### src/rtl/multi_ff_pkg.sv
// Shared mode encoding for the multi_ff_reg register bank.
package multi_ff_pkg;

   localparam int unsigned MODE_W = 3;

   localparam logic [MODE_W-1:0] MODE_HOLD = 3'd0;
   localparam logic [MODE_W-1:0] MODE_LOAD = 3'd1;
   localparam logic [MODE_W-1:0] MODE_JK   = 3'd2;
   localparam logic [MODE_W-1:0] MODE_TOG  = 3'd3;
   localparam logic [MODE_W-1:0] MODE_SHL  = 3'd4;
   localparam logic [MODE_W-1:0] MODE_SHR  = 3'd5;
   localparam logic [MODE_W-1:0] MODE_ROL  = 3'd6;
   localparam logic [MODE_W-1:0] MODE_CLR  = 3'd7;

endpackage

### src/rtl/ff_bit_cell.sv
// One-bit next-state function for the bitwise modes; the shift modes hold here
// and are muxed over by the top level.
module ff_bit_cell
   import multi_ff_pkg::*;
(
   input  logic [MODE_W-1:0] mode,
   input  logic              q,
   input  logic              d,
   input  logic              j,
   input  logic              k,
   output logic              nxt_c
);

   always_comb begin
      nxt_c = q;
      unique case (mode)
         MODE_LOAD: nxt_c = d;
         MODE_JK: begin
            unique case ({j, k})
               2'b01:   nxt_c = 1'b0;
               2'b10:   nxt_c = 1'b1;
               2'b11:   nxt_c = ~q;
               default: nxt_c = q;
            endcase
         end
         MODE_TOG: nxt_c = q ^ d;
         MODE_CLR: nxt_c = 1'b0;
         default:  nxt_c = q;
      endcase
   end

endmodule

### src/rtl/multi_ff_reg.sv
// Mode-selectable WIDTH-bit register bank: hold/load/JK/toggle/shift/rotate/clear
// with complementary outputs, serial out and a one-cycle change flag.
module multi_ff_reg
   import multi_ff_pkg::*;
#(
   parameter int unsigned       WIDTH   = 8,
   parameter logic [WIDTH-1:0]  RST_VAL = {WIDTH{1'b0}}
) (
   input  logic              clk,
   input  logic              rst_n,
   input  logic              en,
   input  logic [MODE_W-1:0] mode,
   input  logic [WIDTH-1:0]  d,
   input  logic [WIDTH-1:0]  j,
   input  logic [WIDTH-1:0]  k,
   input  logic              si,
   output logic [WIDTH-1:0]  q,
   output logic [WIDTH-1:0]  qn,
   output logic              so,
   output logic              chg
);

   logic [WIDTH-1:0] cell_nxt_c;
   logic [WIDTH-1:0] next_q_c;

   for (genvar i = 0; i < WIDTH; i++) begin : g_cell
      ff_bit_cell u_cell (
         .mode  (mode),
         .q     (q[i]),
         .d     (d[i]),
         .j     (j[i]),
         .k     (k[i]),
         .nxt_c (cell_nxt_c[i])
      );
   end

   // Reordering modes override the per-bit result; en low freezes everything.
   always_comb begin
      next_q_c = cell_nxt_c;
      unique case (mode)
         MODE_SHL: next_q_c = {q[WIDTH-2:0], si};
         MODE_SHR: next_q_c = {si, q[WIDTH-1:1]};
         MODE_ROL: next_q_c = {q[WIDTH-2:0], q[WIDTH-1]};
         default:  next_q_c = cell_nxt_c;
      endcase
      if (!en) next_q_c = q;
   end

   always_ff @(posedge clk or negedge rst_n) begin
      if (!rst_n) begin
         q   <= RST_VAL;
         chg <= 1'b0;
      end else begin
         q   <= next_q_c;
         chg <= (next_q_c != q);
      end
   end

   assign qn = ~q;
   assign so = (mode == MODE_SHR) ? q[0] : q[WIDTH-1];

endmodule

### config.mk
export PLATFORM = sky130hd
export DESIGN_NAME = multi_ff_reg
export DESIGN_NICKNAME = d
export VERILOG_FILES = /design/src/rtl/multi_ff_pkg.sv /design/src/rtl/ff_bit_cell.sv /design/src/rtl/multi_ff_reg.sv
export SDC_FILE = /design/constraint.sdc
export NUM_CORES = 1
export LEC_CHECK = 0
export ABC_AREA = 1
export CAP_MARGIN = 20
export CORE_MARGIN = 3
export CORE_UTILIZATION = 25
export DETAILED_ROUTE_END_ITERATION = 8
export PLACE_DENSITY = 0.56
export SKIP_LAST_GASP = 1
export SYNTH_ARGS = -nofsm -noshare
export SYNTH_HDL_FRONTEND = slang
export SYNTH_SLANG_ARGS = --single-unit
### constraint.sdc
create_clock -name clk -period 1.2 [get_ports clk]
set_input_delay 0.24 -clock clk [delete_from_list [all_inputs] [get_ports clk]]
set_output_delay 0.24 -clock clk [all_outputs]
set_load 0.01 [all_outputs]
Yosys cells after proc, flatten, opt, wreduce, memory -nomap -nowiden
Index checks and enable logic that the tools add are counted.

word-level totals
  register bits = 9
  output and inout bits = 18
  word-level logic and storage cells = 70

cells by class
  equal/unequal tests = 32
  multiplexer cells = 19
  bitwise gates (word level) = 17

operators by type and width
  kind                                                             number
  2-bit == test, second input constant                             16
  1-bit case mux with 4 select lines                               8
  1-bit case mux with 3 select lines                               8
  8-bit case mux with 3 select lines                               1
  2-bit by 1-bit == test with 1-bit output, second input constant  8
  3-bit == test, second input constant                             4
  8-bit two-way mux                                                1
  8-bit != test                                                    1
  1-bit inverter                                                   8
  8-bit inverter                                                   1
  1-bit XOR                                                        8
  3-bit by 2-bit == test with 1-bit output, second input constant  2
  3-bit by 1-bit == test with 1-bit output, second input constant  1
  1-bit two-way mux                                                1

Logic depth before layout (Yosys ltp)
Gate-level depths: netlist of run 1.

  depth in word-level cells = 6
  mapped depth = 14

By module
From an unflattened synthesis of run 1, not the netlist that was laid out.

second synthesis, totals
  cell total of the unflattened synthesis = 270
  area, all modules = 1447.6 sq um

by module, submodules not included
  module        instances  cells each  area an instance (sq um)
  multi_ff_reg  1          126         817.0
  ff_bit_cell   8          18          78.8

Worst setup path after synthesis of run 1
No wires, ideal clock.

  kind = input to register
  from = input mode[1]
  to = register chg
  setup time = 0.125 ns
  arrival time = 1.266 ns
  slack = -0.191 ns
  stages = 13
  path through = buf_4 > nand2_1 > buf_4 > nor2_1 > nand2_1 > nand3_1 > nand2_1 > nand3_1 > nand2_1 > nand3_1 > nand2_1 > inv_1 > nand3_1

between the ends
  cells in the longest elaborated chain, start to end = 5
  elaborated cells between the ends (all ways) = 18

RTL lines
  item                                         RTL line            source
  start: declaration                           multi_ff_reg.sv:12  input logic [MODE_W-1:0] mode,
  3-bit == test, or another cell as far along  ff_bit_cell.sv:16   unique case (mode)
  1-bit case mux with 4 select lines           ff_bit_cell.sv:16
  8-bit case mux with 3 select lines (*)       multi_ff_reg.sv:40  unique case (mode)
  8-bit two-way mux (*)                        multi_ff_reg.sv:46  if (!en) next_q_c = q;
  8-bit != test (*)                            multi_ff_reg.sv:55  chg <= (next_q_c != q);
  end signal: assignment                       multi_ff_reg.sv:55
  end: declaration                             multi_ff_reg.sv:20  output logic chg

Mark *: on every way between the ends. The rest lies on a longest branch, timed or not.

Worst setup path in the final report of run 1
  from = register q[7]
  to = register chg

between the ends
  cells in the longest elaborated chain, start to end = 6
  elaborated cells between the ends (all ways) = 7

RTL lines
  item                                RTL line            source
  start: declaration                  multi_ff_reg.sv:17  output logic [WIDTH-1:0] q,
  start signal: assignment            multi_ff_reg.sv:54  q <= next_q_c;
  1-bit inverter                      ff_bit_cell.sv:22   2'b11: nxt_c = ~q;
  1-bit case mux with 3 select lines  ff_bit_cell.sv:19   unique case ({j, k})
  1-bit case mux with 4 select lines  ff_bit_cell.sv:16
  8-bit case mux with 3 select lines  multi_ff_reg.sv:40
  8-bit two-way mux                   multi_ff_reg.sv:46
  8-bit != test (*)                   multi_ff_reg.sv:55

Marked as above.

==> results of run 1 <==
per-stage QoR:
stage | hold slack, ns | total power, mW
2_1_floorplan | -0.0556 | 0.889
3_3_place_gp | 0.588 | 1.41
3_5_place_dp | 0.585 | 1.41
4_1_cts | 0.342 | 1.80
5_1_grt | 0.341 | 2.07
6_report | 0.321 | 1.88
area by class of cell:
type	instances	area, um^2	share of cell area, %
clock buffer	4	45.0	2.14
inverter	30	115	5.47
multi-input combinational	178	832	39.6
sequential	9	226	10.8
tap	52	65.1	3.09
timing repair buffer	99	820	39.0
per-layer routing:
layer,GRT usage [%],share of wire [%],wire (um),vias up
met2,27.0,51,2080,39
met5,0,0,0,-
li1,-,-,-,891
met1,19.8,44,1780,719
met3,3.92,5.5,223,0
met4,1.41,0,0,0
placed cells by master, fill, tap and decap left out:
cell type | synthesis | layout
sky130_fd_sc_hd__a21oi_1 | 7 | 6
sky130_fd_sc_hd__a21oi_2 | 0 | 1
sky130_fd_sc_hd__buf_2 | 3 | 14
sky130_fd_sc_hd__buf_4 | 10 | 44
sky130_fd_sc_hd__buf_6 | 0 | 11
sky130_fd_sc_hd__clkbuf_1 | 1 | 1
sky130_fd_sc_hd__clkbuf_2 | 0 | 1
sky130_fd_sc_hd__clkbuf_8 | 0 | 3
sky130_fd_sc_hd__clkdlybuf4s50_1 | 0 | 17
sky130_fd_sc_hd__clkinv_1 | 1 | 1
sky130_fd_sc_hd__dfrtp_1 | 9 | 8
sky130_fd_sc_hd__dfrtp_2 | 0 | 1
sky130_fd_sc_hd__dlygate4sd2_1 | 0 | 8
sky130_fd_sc_hd__dlymetal6s2s_1 | 0 | 4
sky130_fd_sc_hd__inv_1 | 29 | 18
sky130_fd_sc_hd__inv_2 | 0 | 10
sky130_fd_sc_hd__inv_4 | 0 | 1
sky130_fd_sc_hd__nand2_1 | 100 | 82
sky130_fd_sc_hd__nand2_2 | 0 | 17
sky130_fd_sc_hd__nand2_4 | 0 | 1
sky130_fd_sc_hd__nand2_8 | 0 | 1
sky130_fd_sc_hd__nand3_1 | 25 | 21
sky130_fd_sc_hd__nand3_2 | 0 | 4
sky130_fd_sc_hd__nand4_1 | 2 | 2
sky130_fd_sc_hd__nor2_1 | 30 | 27
sky130_fd_sc_hd__nor2_2 | 0 | 2
sky130_fd_sc_hd__nor2_4 | 0 | 1
sky130_fd_sc_hd__nor3_1 | 1 | 1
sky130_fd_sc_hd__o21ai_0 | 12 | 7
sky130_fd_sc_hd__o21ai_1 | 0 | 5
cells by family after synthesis:
family,after synthesis,share of synthesized area (%)
buffers and inverters,44,17.8
and+or+nand+nor,158,54.5
DFF,9,19.5
AOI/OAI and AO/OA,19,8.22
power by group through the flow:
| stage | Combinational (mW) | Clock, mW | Sequential, mW |
|---|---|---|---|
| CTS | 1.05 | 0.372 | 0.379 |
| floorplan | 0.498 | 0 | 0.390 |
| detailed placement | 1.03 | 0 | 0.383 |
| finish | 1.15 | 0.355 | 0.378 |
| global route | 1.29 | 0.398 | 0.382 |
| global placement | 1.02 | 0 | 0.382 |
sequential cells by signal, indices dropped and copies added (netlist names):
| signal | cells |
|---|---|
| chg | 1 |
| q | 8 |
final timing paths:
| kind | slack (ns) | start | endpoint | cells past startpoint |
|---|---|---|---|---|
| min in group clk | 0.53 | mode[2] | q[7] | 7 |
| hold / removal | 0.32 | rst_n | q[6] | 1 |
| hold reg to reg | 0.70 | q[2] | q[2] | 3 |
| setup reg to reg | -0.21 | q[7] | chg | 11 |
| setup / recovery | -0.21 | q[7] | chg | 11 |
| max in group asynchronous | 0.55 | rst_n | q[7] | 1 |
what timing repair did:
action,CTS,global route
endpoints found under the setup margin,27,15
buffers inserted,8,8
resized for setup,108,32
pin swaps,21,18
gates cloned,1,0
==> results by group, run 1 <==
Clock tree
  • Buffer levels on the longest clock path: 2
  • Cell at the root of the clock tree: sky130_fd_sc_hd__clkbuf_8
  • Clock latency on the worst-skew pair: 0.23 ns
  • CTS Hold Bufs: 0
  • CTS buffer count: 3
  • Total number of clock tree sinks: 9
  • Clock-pin slew of the registers on the worst-case setup and hold paths: 0.04 ns
  • TritonCTS clock tree: yes
  • H-tree lvl count: 1

Setup path
  • Data arrival at the endpoint of the critical path: 1.52 ns
  • Most repeated library cell on the critical path: sky130_fd_sc_hd__nor2_1
  • WP buf/inv: 2
  • Worst Path Max Fanout: 4
  • Startpoint type of the worst setup path: flip-flop
  • Critical path start-end classification: flip-flop to flip-flop
  • Kind of capture point of the worst setup path: flip-flop
  • Critical Path Slowest Stage Cell: sky130_fd_sc_hd__dfrtp_2
  • Delay-heaviest family, CP: simple AND/OR/NAND/NOR gates
  • Crit-path max cell delay: 0.36 ns
  • Critical Path, Cell by Cell: buf_6 -> buf_6 -> nand3_1 -> nand4_1 -> nor2_1 -> nor2_1 -> nand2_2 -> nand3_2 -> nand2_1 -> nor2_1 -> nand3_1
  • CP required: 1.31 ns

Pwr
  • Clk pwr share: 18.8%
  • Leakage Power: 1.20 nW
  • Power Internal: 1.17 mW
  • Reported net switching power: 0.709 mW
  • Combinational cell fraction of total power: 61.1%
  • Peak VDD IR: 0.495 mV
  • Sequential power share: 20.1%
  • Switching part of the total power: 37.7%
  • Power per standard cell area: 895 nW/um^2

Detailed routing
  • Detailed Routing Iterations Pass 1: 4
  • DRC: 0
  • Antenna Nets Post-Route: 0
  • WL/cell: 11.0 um
  • Count of routing violations after the opening detailed-route iteration: 66
  • Final routed wirelength across all metal layers: 4080 um
  • Number of vias per cell after detailed routing: 4.43
  • Vias: 1649

Placement
  • RePlAce Congestion: 0.854
  • Count of input and output buffers: 48
  • Half-perimeter wire length after placement: 3080 um
  • Placed inst area: 1900 um^2
  • Worst slack at placement: -0.842 ns
  • Cell total after placement: 353

Synth
  • Synthesized netlist net count: 261
  • Most repeated cell in the gate-level netlist after synthesis: sky130_fd_sc_hd__nand2_1
  • Main synth FF type: sky130_fd_sc_hd__dfrtp_1
  • Count of cell types in the netlist: 13
  • Number of synthesis warnings: 0
  • Average footprint of a synthesized cell: 5.03 um^2
  • Commonest cells post-synth: sky130_fd_sc_hd__nand2_1, sky130_fd_sc_hd__nor2_1, sky130_fd_sc_hd__inv_1
  • Cell types occupying the most area after synthesis: sky130_fd_sc_hd__nand2_1, sky130_fd_sc_hd__dfrtp_1, sky130_fd_sc_hd__nand3_1
  • Largest area contributor in the netlist: sky130_fd_sc_hd__nand2_1
  • Register bit total from synthesis: 9
  • Count of flip-flops with a built-in enable after synthesis: 0
  • Part of the Yosys area used for sequential elements: 19.5%
  • Async set-reset flop share out of synthesis: 100%
  • Gate Count Post-Synth: 230
  • Proportion of netlist area held by the largest area contributor: 32.4%
  • Summed instance area of the synthesized netlist: 1160 um^2

Finish
  • Final instance area: 2100 um^2
  • FILL cells: 468
  • Net count reported at finish: 352
  • Count of non-filler cells in the finished layout: 372
  • Util after Layout: 47.6%
  • Layout-stage area growth over the synthesis result: 81.7%
  • Number of antenna repair diodes: 0
  • Share of layout cells above drive strength 1: 35.0%

Timing
  • Worst clock skew: 0.00162 ns
  • Fin crit share: 117%
  • Final setup violation count: 10
  • Final count of pins violating max slew: 0
  • Tightest slew margin relative to the limit: 70.4%
  • Slew of the pin with the lowest slew margin: 0.443 ns
  • Post-Route Setup TNS: -0.606 ns
  • Setup repair after global routing missed its margin: yes
  • Crit path time final: 1.41 ns
  • Setup ws final: -0.207 ns
  • Hold violation total from the final report: 0
  • Timing-limited maximum frequency: 0.711 GHz

Floorplan
  • Core outline area: 4410 um^2
  • Die height: 74.0 um
  • IO Pins: 49
  • Core Rows: 24
  • Initial Util: 26.2%
  • Width of the chip: 74.0 um
  • Overall die area: 5480 um^2

Run
  • Max-capacitance violation count: 0

GRT
  • Global-route wire length before repair: 6660 um
  • Antenna violations before repair: 0
  • Gr ovfl total: 0
  • Via count of the first global-routing pass: 1526
  • Largest net degree at the start of global routing: 10
  • Overall Global Routing Usage: 15.4%

Status
  • Result of the run: finished, violations left
  • Violations in the final reports: negative setup slack

Hold path
  • Worst hold-check path type: input port to async pin
Power figures use the tool's default switching activity.
==> run 2, diff against run 1 <==
Settings changed: ABC_AREA 1 to not set, CELL_PAD_IN_SITES_DETAIL_PLACEMENT set to 0, CELL_PAD_IN_SITES_GLOBAL_PLACEMENT set to 2, CORE_UTILIZATION 25 to 22, PLACE_DENSITY 0.56 to 0.8.
==> run 2 against run 1 <==
Die area rose by 26%. Combinational power rose by 37%. Clock power is 7.9% higher. Via count grew 8.7%. The flow still finishes with violations (negative setup slack). Worst hold slack got worse by 0.025 ns. Utilization increased by 1.7 points. Largest power group unchanged. Non-clock buffer count grew 29. Global-route usage is 0.47 points higher. Largest cell class unchanged. Area after synthesis rose by 13%.
==> results by group, run 2 <==
Synth
  • Count of flip-flops with a built-in enable after synthesis: 0 (unchanged)
  • Part of the Yosys area used for sequential elements: 17.2% (-2.2 points)
  • Gate Count Post-Synth: 174 (-24%)
  • Average footprint of a synthesized cell: 7.51 um^2 (+49%)
  • Main synth FF type: sky130_fd_sc_hd__dfrtp_1
  • Count of cell types in the netlist: 54 (+41)
  • Async set-reset flop share out of synthesis: 100% (unchanged)
  • Synthesized netlist net count: 205 (-21%)
  • Largest area contributor in the netlist: sky130_fd_sc_hd__dfrtp_1
  • Number of synthesis warnings: 0 (unchanged)
  • Commonest cells post-synth: sky130_fd_sc_hd__o21ai_0, sky130_fd_sc_hd__inv_1, sky130_fd_sc_hd__clkbuf_1
  • Most repeated cell in the gate-level netlist after synthesis: sky130_fd_sc_hd__o21ai_0
  • Summed instance area of the synthesized netlist: 1310 um^2 (+13%)
  • Register bit total from synthesis: 9 (unchanged)
  • Cell types occupying the most area after synthesis: sky130_fd_sc_hd__dfrtp_1, sky130_fd_sc_hd__o21ai_0, sky130_fd_sc_hd__buf_4
  • Proportion of netlist area held by the largest area contributor: 17.2% (-15 points)

Clock tree
  • Clock latency on the worst-skew pair: 0.24 ns (about the same)
  • TritonCTS clock tree: yes
  • Cell at the root of the clock tree: sky130_fd_sc_hd__clkbuf_8
  • H-tree lvl count: 1 (unchanged)
  • CTS buffer count: 3 (unchanged)
  • Clock-pin slew of the registers on the worst-case setup and hold paths: 0.05 ns (about the same)
  • Total number of clock tree sinks: 9 (unchanged)
  • CTS Hold Bufs: 0 (unchanged)
  • Buffer levels on the longest clock path: 2 (unchanged)

GRT
  • Met3 Use GR: 3.08% (-0.84 points)
  • Global-route wire length before repair: 9150 um (+37%)
  • Via count of the first global-routing pass: 1883 (+23%)
  • Met1 global-route usage: 20.4% (+0.60 points)
  • Overall Global Routing Usage: 15.9% (+0.47 points)
  • Global-route track usage on met2: 28.1% (+1.2 points)
  • Largest net degree at the start of global routing: 14 (+4)
  • GRT busiest layer: met2
  • Gr ovfl total: 0 (unchanged)
  • Antenna violations before repair: 0 (unchanged)

Detailed routing
  • Count of routing violations after the opening detailed-route iteration: 89 (+35%)
  • Number of vias per cell after detailed routing: 5.06 (+14%)
  • Vias: 1792 (+8.7%)
  • WL/cell: 16.1 um (+46%)
  • Final routed wirelength across all metal layers: 5690 um (+39%)
  • Antenna Nets Post-Route: 0 (unchanged)
  • DRC: 0 (unchanged)
  • Detailed Routing Iterations Pass 1: 4 (unchanged)

Finish
  • Layout-stage area growth over the synthesis result: 113%
  • FILL cells: 545 (+16%)
  • Commonest non-fill, non-tap cells in the layout: sky130_fd_sc_hd__buf_4, sky130_fd_sc_hd__buf_6, sky130_fd_sc_hd__clkdlybuf4s50_1
  • Top flop regs: q: 8 flops, chg: 1 flops
  • Flip-flop count of the largest register after layout: 8 (unchanged)
  • Share of layout cells above drive strength 1: 57.4% (+22 points)
  • Largest Register: q
  • Net count reported at finish: 314 (-11%)
  • Util after Layout: 49.3% (+1.7 points)
  • Final instance area: 2780 um^2 (+32%)
  • Leading cell type in the layout, fill and taps excluded: sky130_fd_sc_hd__buf_4
  • Number of antenna repair diodes: 0 (unchanged)

Pwr
  • Peak VDD IR: 0.441 mV (-11%)
  • Power per standard cell area: 854 nW/um^2 (-4.5%)
  • Leakage Power: 1.21 nW (+0.94%)

Floorplan
  • Overall die area: 6900 um^2 (+26%)
  • Initial Util: 23.2% (-3.0 points)
  • Core outline area: 5640 um^2 (+28%)
  • Core Rows: 27 (+13%)
  • Die height: 83.1 um (+12%)
  • Width of the chip: 83.1 um (+12%)
  • IO Pins: 49 (unchanged)

Status
  • Result of the run: finished, violations left
  • Violations in the final reports: negative setup slack

Timing
  • Tightest slew margin relative to the limit: 75.2% (+4.8 points)
  • Fin crit share: 148% (+30 points)
  • Slew of the pin with the lowest slew margin: 0.371 ns (-0.0714 ns)
  • Final count of pins violating max slew: 0 (unchanged)
  • Hold violation total from the final report: 0 (unchanged)
  • Setup ws final: -0.572 ns (-0.366 ns)
  • Timing-limited maximum frequency: 0.564 GHz (-21%)
  • Final setup violation count: 16 (+6)
  • Worst clock skew: 0.000748 ns (-0.000873 ns)
  • Setup repair after global routing missed its margin: yes
  • Crit path time final: 1.77 ns (+0.366 ns)

Placement
  • Count of input and output buffers: 48 (unchanged)
  • RePlAce Congestion: 0.864 (+1.2%)
  • Placed inst area: 2300 um^2 (+21%)
  • Half-perimeter wire length after placement: 4120 um (+34%)

Hold path
  • Worst hold-check path type: input port to async pin

Setup path
  • Worst Path Max Fanout: 2 (-2)
  • CP required: 1.31 ns (about the same)
  • Critical path start-end classification: input port to flip-flop
  • Data arrival at the endpoint of the critical path: 1.88 ns (+0.36 ns)
  • Startpoint type of the worst setup path: input port
  • Kind of capture point of the worst setup path: flip-flop

Run
  • Max-capacitance violation count: 0 (unchanged)
## run 2: path summary, 6_finish.rpt
kind	start	to	slack, ns	depth (start not counted)
max	j[2]	chg	-0.57	6
min	rst_n	q[5]	0.30	2
max reg2reg	q[1]	chg	-0.56	6
min reg2reg	q[3]	chg	0.65	2
max in group asynchronous	rst_n	q[0]	0.74	2
min in group clk	en	q[2]	0.54	3
## run 2: routing by layer
layer / wire [um] / vias up
li1: - / 882
met4: 55 / 0
met3: 306 / 8
met5: 0 / -
met1: 2510 / 847
met2: 2820 / 55
## run 2: cells by family (layout without fill, tap and decap cells)
| family | after synthesis | in the layout | synth area share [%] |
|---|---|---|---|
| buffers and inverters | 37 | 145 | 14.5 |
| multiplexers | 5 | 5 | 4.31 |
| AO/OA/AOI/OAI | 77 | 77 | 43.3 |
| AND/OR/NAND/NOR | 46 | 46 | 20.8 |
| flip-flops | 9 | 9 | 17.2 |
## run 2: final cells by class
type / count / area, um^2 / share of cell area [%]
Timing Repair Buffer: 128 / 1170 / 42.1
Inverter: 13 / 53.8 / 1.93
Tap cell: 72 / 90.1 / 3.24
Clock buffer: 4 / 45.0 / 1.62
Multi-Input combinational cell: 128 / 1190 / 42.9
Sequential cell: 9 / 229 / 8.23
## run 2: metrics by stage
step	setup TNS (ns)	std cells	total power, mW	hold slack, ns	worst slack (ns)
after floorplan	-1.29	174	1.02	-0.0556	-0.548
after global placement	-10.43	330	1.64	0.554	-1.13
after detailed placement	-10.40	330	1.64	0.558	-1.15
after CTS	-2.98	350	2.24	0.298	-0.516
after global routing	-3.44	354	2.53	0.300	-0.660
final	-2.54	354	2.38	0.296	-0.572
## run 2: repair_timing
| action | in CTS | in global routing |
|---|---|---|
| gates resized for setup | 142 | 41 |
| endpoints found under the setup margin | 27 | 24 |
| pin swaps | 27 | 8 |
| buffers inserted | 19 | 7 |
| cloned | 1 | 0 |
## run 2: where the power goes
part / internal (mW) / switching (mW) / total, mW
Sequential: 0.358 / 0.0597 / 0.418
Clock: 0.234 / 0.148 / 0.383
Combinational: 0.883 / 0.694 / 1.58
Total: 1.47 / 0.902 / 2.38
## run 2: worst max-delay path, cell delays in order
cell,delay (ns)
sky130_fd_sc_hd__clkdlybuf4s50_1,0.49
sky130_fd_sc_hd__a221oi_4,0.29
sky130_fd_sc_hd__a311oi_1,0.09
sky130_fd_sc_hd__a2111o_1,0.39
sky130_fd_sc_hd__a2111oi_4,0.28
sky130_fd_sc_hd__o21ai_1,0.11
